==> src/rtl/exc_mode_sequencer.sv <==
// exc_mode_sequencer
//   Exception entry/return sequencer for a banked multi-mode register file.
//   Owns the processor mode M, the I/F interrupt masks and one SPSR per
//   exception mode (abt, fiq, irq, und, svc). It arbitrates exception
//   requests and drives the register file write ports. An entry saves the
//   banked R14 and then loads the PC with the exception vector. A return
//   loads the PC from the banked LR and restores {I,F,M} from the SPSR.
//
//   Handshake: every request is a level signal that is sampled only in IDLE.
//   A request is accepted at the edge that leaves IDLE. Ack pulses for one
//   cycle in the last cycle of an entry or a return, and the requester
//   drops the request on Ack. A request still held when the sequencer is
//   back in IDLE is taken again. Mode_Wr never produces an Ack.
//
// Ports
//   Clk, Rst            clock (rising edge), synchronous active-high reset
//   Abt_Req .. Svc_Req  exception requests (level)
//   Ret_Req             exception return request (level)
//   Mode_Wr, CPSR_In    software write of {I,F,M[4:0]}
//   Cur_PC              current PC from the register file
//   LR_Data             register file read port C (banked R14)
//   M, I_Bit, F_Bit     current mode and interrupt masks
//   Write_Reg, Write_PC register file write enable / PC write select
//   W_Addr, W_Data      register file write address / data
//   PC_New              new PC value
//   R_Addr_C            read address C (14 during a return)
//   Busy, Ack           not-IDLE indicator / completion pulse
module exc_mode_sequencer #(
  parameter int              SIZE     = 32,
  parameter int              ADDR     = 4,
  parameter logic [SIZE-1:0] VEC_BASE = '0
) (
  input  logic            Clk,
  input  logic            Rst,
  input  logic            Abt_Req,
  input  logic            Fiq_Req,
  input  logic            Irq_Req,
  input  logic            Und_Req,
  input  logic            Svc_Req,
  input  logic            Ret_Req,
  input  logic            Mode_Wr,
  input  logic [6:0]      CPSR_In,
  input  logic [SIZE-1:0] Cur_PC,
  input  logic [SIZE-1:0] LR_Data,
  output logic [4:0]      M,
  output logic            I_Bit,
  output logic            F_Bit,
  output logic            Write_Reg,
  output logic            Write_PC,
  output logic [ADDR-1:0] W_Addr,
  output logic [SIZE-1:0] W_Data,
  output logic [SIZE-1:0] PC_New,
  output logic [ADDR-1:0] R_Addr_C,
  output logic            Busy,
  output logic            Ack
);

  typedef enum logic [1:0] {IDLE, SAVE_LR, LOAD_PC, RET} state_t;

  // Exception codes; each one also indexes the SPSR bank.
  localparam logic [2:0] EX_ABT = 3'd0;
  localparam logic [2:0] EX_FIQ = 3'd1;
  localparam logic [2:0] EX_IRQ = 3'd2;
  localparam logic [2:0] EX_UND = 3'd3;
  localparam logic [2:0] EX_SVC = 3'd4;

  localparam logic [4:0] MODE_USR = 5'b10000;
  localparam logic [4:0] MODE_FIQ = 5'b10001;
  localparam logic [4:0] MODE_IRQ = 5'b10010;
  localparam logic [4:0] MODE_SVC = 5'b10011;
  localparam logic [4:0] MODE_MON = 5'b10110;
  localparam logic [4:0] MODE_ABT = 5'b10111;
  localparam logic [4:0] MODE_HYP = 5'b11010;
  localparam logic [4:0] MODE_UND = 5'b11011;
  localparam logic [4:0] MODE_SYS = 5'b11111;

  state_t          state;
  logic [4:0]      m_q;
  logic            i_q;
  logic            f_q;
  logic [6:0]      spsr [0:4];
  logic [2:0]      code_q;
  logic [SIZE-1:0] pc_q;

  logic            take_entry;
  logic            take_ret;
  logic            take_mwr;
  logic [2:0]      win_code;
  logic [SIZE-1:0] lr_value;
  logic [SIZE-1:0] vec_addr;

  function automatic logic [4:0] mode_of(input logic [2:0] code);
    case (code)
      EX_ABT:  mode_of = MODE_ABT;
      EX_FIQ:  mode_of = MODE_FIQ;
      EX_IRQ:  mode_of = MODE_IRQ;
      EX_UND:  mode_of = MODE_UND;
      default: mode_of = MODE_SVC;
    endcase
  endfunction

  function automatic logic [2:0] code_of(input logic [4:0] mode);
    case (mode)
      MODE_ABT: code_of = EX_ABT;
      MODE_FIQ: code_of = EX_FIQ;
      MODE_IRQ: code_of = EX_IRQ;
      MODE_UND: code_of = EX_UND;
      default:  code_of = EX_SVC;
    endcase
  endfunction

  // Only the five modes that own an SPSR can return.
  function automatic logic is_exc_mode(input logic [4:0] mode);
    is_exc_mode = (mode == MODE_ABT) || (mode == MODE_FIQ) || (mode == MODE_IRQ) ||
                  (mode == MODE_UND) || (mode == MODE_SVC);
  endfunction

  function automatic logic is_legal_mode(input logic [4:0] mode);
    is_legal_mode = is_exc_mode(mode) || (mode == MODE_USR) || (mode == MODE_MON) ||
                    (mode == MODE_HYP) || (mode == MODE_SYS);
  endfunction

  function automatic logic [SIZE-1:0] vec_offset(input logic [2:0] code);
    case (code)
      EX_UND:  vec_offset = SIZE'(8'h04);
      EX_SVC:  vec_offset = SIZE'(8'h08);
      EX_ABT:  vec_offset = SIZE'(8'h10);
      EX_IRQ:  vec_offset = SIZE'(8'h18);
      default: vec_offset = SIZE'(8'h1C);
    endcase
  endfunction

  // IDLE arbitration. A masked FIQ/IRQ does not count as present, so it
  // neither wins nor blocks lower-priority requests. A Ret_Req blocks
  // Mode_Wr even when the current mode cannot return.
  always_comb begin
    take_entry = 1'b0;
    take_ret   = 1'b0;
    take_mwr   = 1'b0;
    win_code   = EX_SVC;
    if (Abt_Req) begin
      take_entry = 1'b1;
      win_code   = EX_ABT;
    end else if (Fiq_Req && !f_q) begin
      take_entry = 1'b1;
      win_code   = EX_FIQ;
    end else if (Irq_Req && !i_q) begin
      take_entry = 1'b1;
      win_code   = EX_IRQ;
    end else if (Und_Req) begin
      take_entry = 1'b1;
      win_code   = EX_UND;
    end else if (Svc_Req) begin
      take_entry = 1'b1;
      win_code   = EX_SVC;
    end else if (Ret_Req) begin
      take_ret = is_exc_mode(m_q);
    end else if (Mode_Wr) begin
      take_mwr = is_legal_mode(CPSR_In[4:0]);
    end
  end

  // abt/fiq/irq save PC+4; und/svc save the PC itself. Wraps mod 2^SIZE.
  assign lr_value = pc_q + (((code_q == EX_ABT) || (code_q == EX_FIQ) || (code_q == EX_IRQ))
                            ? SIZE'(4) : SIZE'(0));
  assign vec_addr = VEC_BASE + vec_offset(code_q);

  always_ff @(posedge Clk) begin
    if (Rst) begin
      state  <= IDLE;
      m_q    <= MODE_SVC;
      i_q    <= 1'b1;
      f_q    <= 1'b1;
      code_q <= EX_ABT;
      pc_q   <= '0;
      for (int n = 0; n < 5; n++) spsr[n] <= '0;
    end else begin
      case (state)
        IDLE: begin
          if (take_entry) begin
            spsr[win_code] <= {i_q, f_q, m_q};
            m_q            <= mode_of(win_code);
            i_q            <= 1'b1;
            if (win_code == EX_FIQ) f_q <= 1'b1;
            code_q         <= win_code;
            pc_q           <= Cur_PC;
            state          <= SAVE_LR;
          end else if (take_ret) begin
            state <= RET;
          end else if (take_mwr) begin
            {i_q, f_q, m_q} <= CPSR_In;
          end
        end
        SAVE_LR: state <= LOAD_PC;
        LOAD_PC: state <= IDLE;
        RET: begin
          // The PC write this cycle used the exception bank; switch afterwards.
          {i_q, f_q, m_q} <= spsr[code_of(m_q)];
          state           <= IDLE;
        end
        default: state <= IDLE;
      endcase
    end
  end

  assign M     = m_q;
  assign I_Bit = i_q;
  assign F_Bit = f_q;

  always_comb begin
    Busy      = (state != IDLE);
    Write_Reg = 1'b0;
    Write_PC  = 1'b0;
    Ack       = 1'b0;
    W_Addr    = '0;
    W_Data    = '0;
    PC_New    = '0;
    R_Addr_C  = '0;
    case (state)
      SAVE_LR: begin
        Write_Reg = 1'b1;
        W_Addr    = ADDR'(14);
        W_Data    = lr_value;
      end
      LOAD_PC: begin
        Write_Reg = 1'b1;
        Write_PC  = 1'b1;
        Ack       = 1'b1;
        W_Addr    = ADDR'(15);
        W_Data    = vec_addr;
        PC_New    = vec_addr;
      end
      RET: begin
        R_Addr_C  = ADDR'(14);
        Write_Reg = 1'b1;
        Write_PC  = 1'b1;
        Ack       = 1'b1;
        W_Addr    = ADDR'(15);
        W_Data    = LR_Data;
        PC_New    = LR_Data;
      end
      default: ;
    endcase
  end

endmodule
==> config.mk <==
export PLATFORM = sky130hd
export DESIGN_NAME = exc_mode_sequencer
export DESIGN_NICKNAME = d
export VERILOG_FILES = /design/src/rtl/exc_mode_sequencer.sv
export SDC_FILE = /design/constraint.sdc
export NUM_CORES = 1
export LEC_CHECK = 0
export BUFFER_PORTS_ARGS = -buffer_cell sky130_fd_sc_hd__buf_2
export CORE_MARGIN = 10
export CORE_UTILIZATION = 50
export DETAILED_ROUTE_END_ITERATION = 16
export PLACE_DENSITY = 0.8
export SLEW_MARGIN = 40
export SYNTH_ARGS = -nofsm -noshare
export SYNTH_HDL_FRONTEND = slang
export SYNTH_SLANG_ARGS = --single-unit
==> constraint.sdc <==
create_clock -name Clk -period 3.15 [get_ports Clk]
set_input_delay 0.315 -clock Clk [delete_from_list [all_inputs] [get_ports Clk]]
set_output_delay 0.315 -clock Clk [all_outputs]
set_load 0.01 [all_outputs]
==> flow_summary.json <==
{
  "core-area_sq_um": 9110,
  "regToRegSetupSlack_ps": 560,
  "powerDensity_nw_per_um2": 485,
  "reg2reg_to": "M[2]$_SDFFE_PP0P_",
  "power_switching_mw": 0.893,
  "worst_hold_slack_ps": 197,
  "outcome": "completed",
  "cts_setup_buffers": 0,
  "worstHoldPathCells": 3,
  "endpoint": "W_Data[21]",
  "post-route-period-util": 0.952,
  "vias": 4511,
  "cts_tree": "built",
  "ff_latch_area_sq_um": 1930,
  "synth_edf_count": 35,
  "clk_pin_slew_ps": 80,
  "finalClockSkew_ps": 7.99,
  "rows": 35,
  "dieWidth_um": 116,
  "power.share.clock": 0.279,
  "power.leakage_nw": 2.87,
  "grt_pass1_wl_um": 22400,
  "slew-limit-headroom": 0.523,
  "layout.nets": 773,
  "synth_area_sq_um": 4620,
  "final_area_sq_um": 5670,
  "reg2regPathDepth": 6,
  "drive_above_1_share": 0.290,
  "drtPass1Iterations": 5,
  "endpoint_kind": "output pin",
  "cts_buffers": 9,
  "wl_per_cell_um": 17.7,
  "p_sw_frac": 0.325,
  "grt_pass1_vias": 4492,
  "critPathLaunchType": "flop",
  "arrival_ps": 2680,
  "clock-sinks": 79,
  "hold_viol": 0,
  "hold_class": "in2reg",
  "fmax_ghz": 0.334,
  "root_buffer": "clkbuf_8",
  "drc_errors": 0,
  "yosysWarningCount": 0,
  "power_frac_seq": 0.454,
  "drtIter0Drc": 306,
  "grt_overflow": 0,
  "floorplan.die_area_sq_um": 13500,
  "postRouteAntennaNets": 0,
  "synth-seq-cells": 79,
  "synth_async_sr_flop_share": 0,
  "fin_total_pwr_mw": 2.75,
  "p_int_mw": 1.86,
  "worstPathRequired_ps": 2830,
  "critPathKind": "reg2out",
  "io_buffers": 161,
  "grt_usage": 0.206,
  "post-route-util": 0.623,
  "netlist-cell-type-count": 53,
  "period_minus_slack_ps": 3000,
  "antenna_found_initial": 0,
  "tightest_slew_ps": 715,
  "setup_tns_ps": 0,
  "rsz0062_at_grt": "no",
  "clockBufferDepth": 2,
  "synth_cells": 545,
  "peakVddDrop_v": 0.000227,
  "grt_max_degree": 48,
  "synth.avg_cell_area_sq_um": 8.48,
  "htreeDepth": 3,
  "placed_area_sq_um": 5460,
  "vias_per_cell": 5.58,
  "routabilityCongestion": 0.945,
  "multi_input_area_sq_um": 2460,
  "insertion_delay_ps": 350,
  "fillCellCount": 814,
  "crit_path_start": "code_q[1]$_SDFFE_PP0P_",
  "slew_viol_final": 0,
  "pin_count": 163,
  "hpwl_um": 11100,
  "finalSetupViolCount": 0,
  "path_max_fanout": 9,
  "seq_area_frac_synth": 0.418,
  "start_util": 0.507,
  "finalWirelength_um": 14300,
  "die_y_um": 116,
  "max-cap-violations": 0,
  "pwr-share-comb": 0.268,
  "hp-start": "Cur_PC[22]",
  "ys.flop_type": "dfxtp_1",
  "area_growth_pct": 22.7,
  "reg2reg_from": "M[1]$_SDFFE_PP1P_"
}
## what timing repair did
action | in CTS | in global routing
endpoints found under the setup margin | 0 | 8
gates resized for setup | 0 | 1
hold buffers | 0 | 0
## worst max-delay path, cell delays in order, from the launching register on
cell,delay (ps)
dfxtp_1,360
a21oi_1,180
ha_1,210
nand2_1,80
or3_1,460
nor2_2,360
nand2_1,120
xor2_1,150
o21bai_1,230
buf_2,180
## layer usage
layer	wire length, um	share of wire	track usage
met5	0	0	0
met4	186	0.013	0.0701
met3	829	0.058	0.0385
met2	7290	0.51	0.346
met1	5960	0.42	0.259
## power groups by stage
| stage | clock network, mW | logic, mW | registers [mW] |
|---|---|---|---|
| after floorplan | 0 | 0.495 | 1.25 |
| after detailed placement | 0 | 0.735 | 1.27 |
| after CTS | 0.770 | 0.738 | 1.25 |
| final | 0.766 | 0.736 | 1.25 |
| after global routing | 0.812 | 0.818 | 1.26 |
| after global placement | 0 | 0.713 | 1.26 |
## logic make-up after synthesis
family	after synthesis	synth area share
simple gates	249	0.272
compound gates	125	0.172
flops	79	0.418
buf+inv	49	0.0520
xor+xnor	31	0.0587
mux	9	0.0214
fa+ha+maj	2	0.00541
other cells	1	0.000811
## worst min-delay path by stage
stage | slack [ps] | end
after CTS | 190 | pc_q[22]$_SDFFE_PP0P_
after global placement | 450 | pc_q[1]$_SDFFE_PP0P_
final | 200 | pc_q[22]$_SDFFE_PP0P_
after global routing | 200 | pc_q[1]$_SDFFE_PP0P_
after floorplan | 440 | pc_q[0]$_SDFFE_PP0P_
after detailed placement | 460 | pc_q[1]$_SDFFE_PP0P_
## synth_stat cells, types with 7 or more instances
cell type / n / share of area
clkbuf_1: 22 / 0.018
dfxtp_1: 44 / 0.19
and3_1: 38 / 0.051
nor3_1: 10 / 0.011
nand4_1: 9 / 0.012
a21oi_1: 47 / 0.051
o21bai_1: 8 / 0.013
edfxtp_1: 35 / 0.23
o21ai_0: 17 / 0.018
and2_1: 36 / 0.049
a21o_1: 23 / 0.037
buf_4: 11 / 0.018
xnor2_1: 16 / 0.030
nand2_1: 99 / 0.080
nor2_1: 18 / 0.015
inv_1: 7 / 0.0057
xor2_1: 15 / 0.028
nand3_1: 12 / 0.013
## cells in the final DEF, fill, tap and decap left out, types with 3 or more instances in the layout
cell and instances:
a211oi_1 4, a21o_1 23, a21oi_1 47, a31oi_1 4, and2_1 36, and3_1 38, buf_2 161, buf_4 12
clkbuf_8 10, conb_1 3, dfxtp_1 44, edfxtp_1 35, inv_1 7, mux2_2 3, mux2i_1 5, nand2_1 99
nand2b_1 5, nand3_1 12, nand4_1 9, nor2_1 18, nor2_2 3, nor2b_1 3, nor3_1 10, o21a_1 4
o21ai_0 15, o21bai_1 8, o22ai_1 3, or2_2 5, xnor2_1 16, xor2_1 15
## metrics by stage
stage / cells / worst slack (ps)
floorplan: 547 / 859
global placement: 791 / 572
detailed placement: 791 / 507
CTS: 807 / 126
global route: 807 / 2.68
finish: 808 / 152
## state kept, by name (all words and copies together), names as in the netlist
register  count
I_Bit         1
pc_q         32
code_q        3
state         2
M             5
F_Bit         1
spsr         35
## cell type report
cell class | instances | share of cell area
clock buffers | 14 | 0.0344
multi-input cells | 419 | 0.434
diodes | 1 | 0.000441
repair buffers | 173 | 0.158
inverters | 9 | 0.00596
clock inverters | 2 | 0.00176
flip-flops and latches | 79 | 0.341
well taps | 111 | 0.0245
Note: power is estimated with default switching activity, not from simulation.
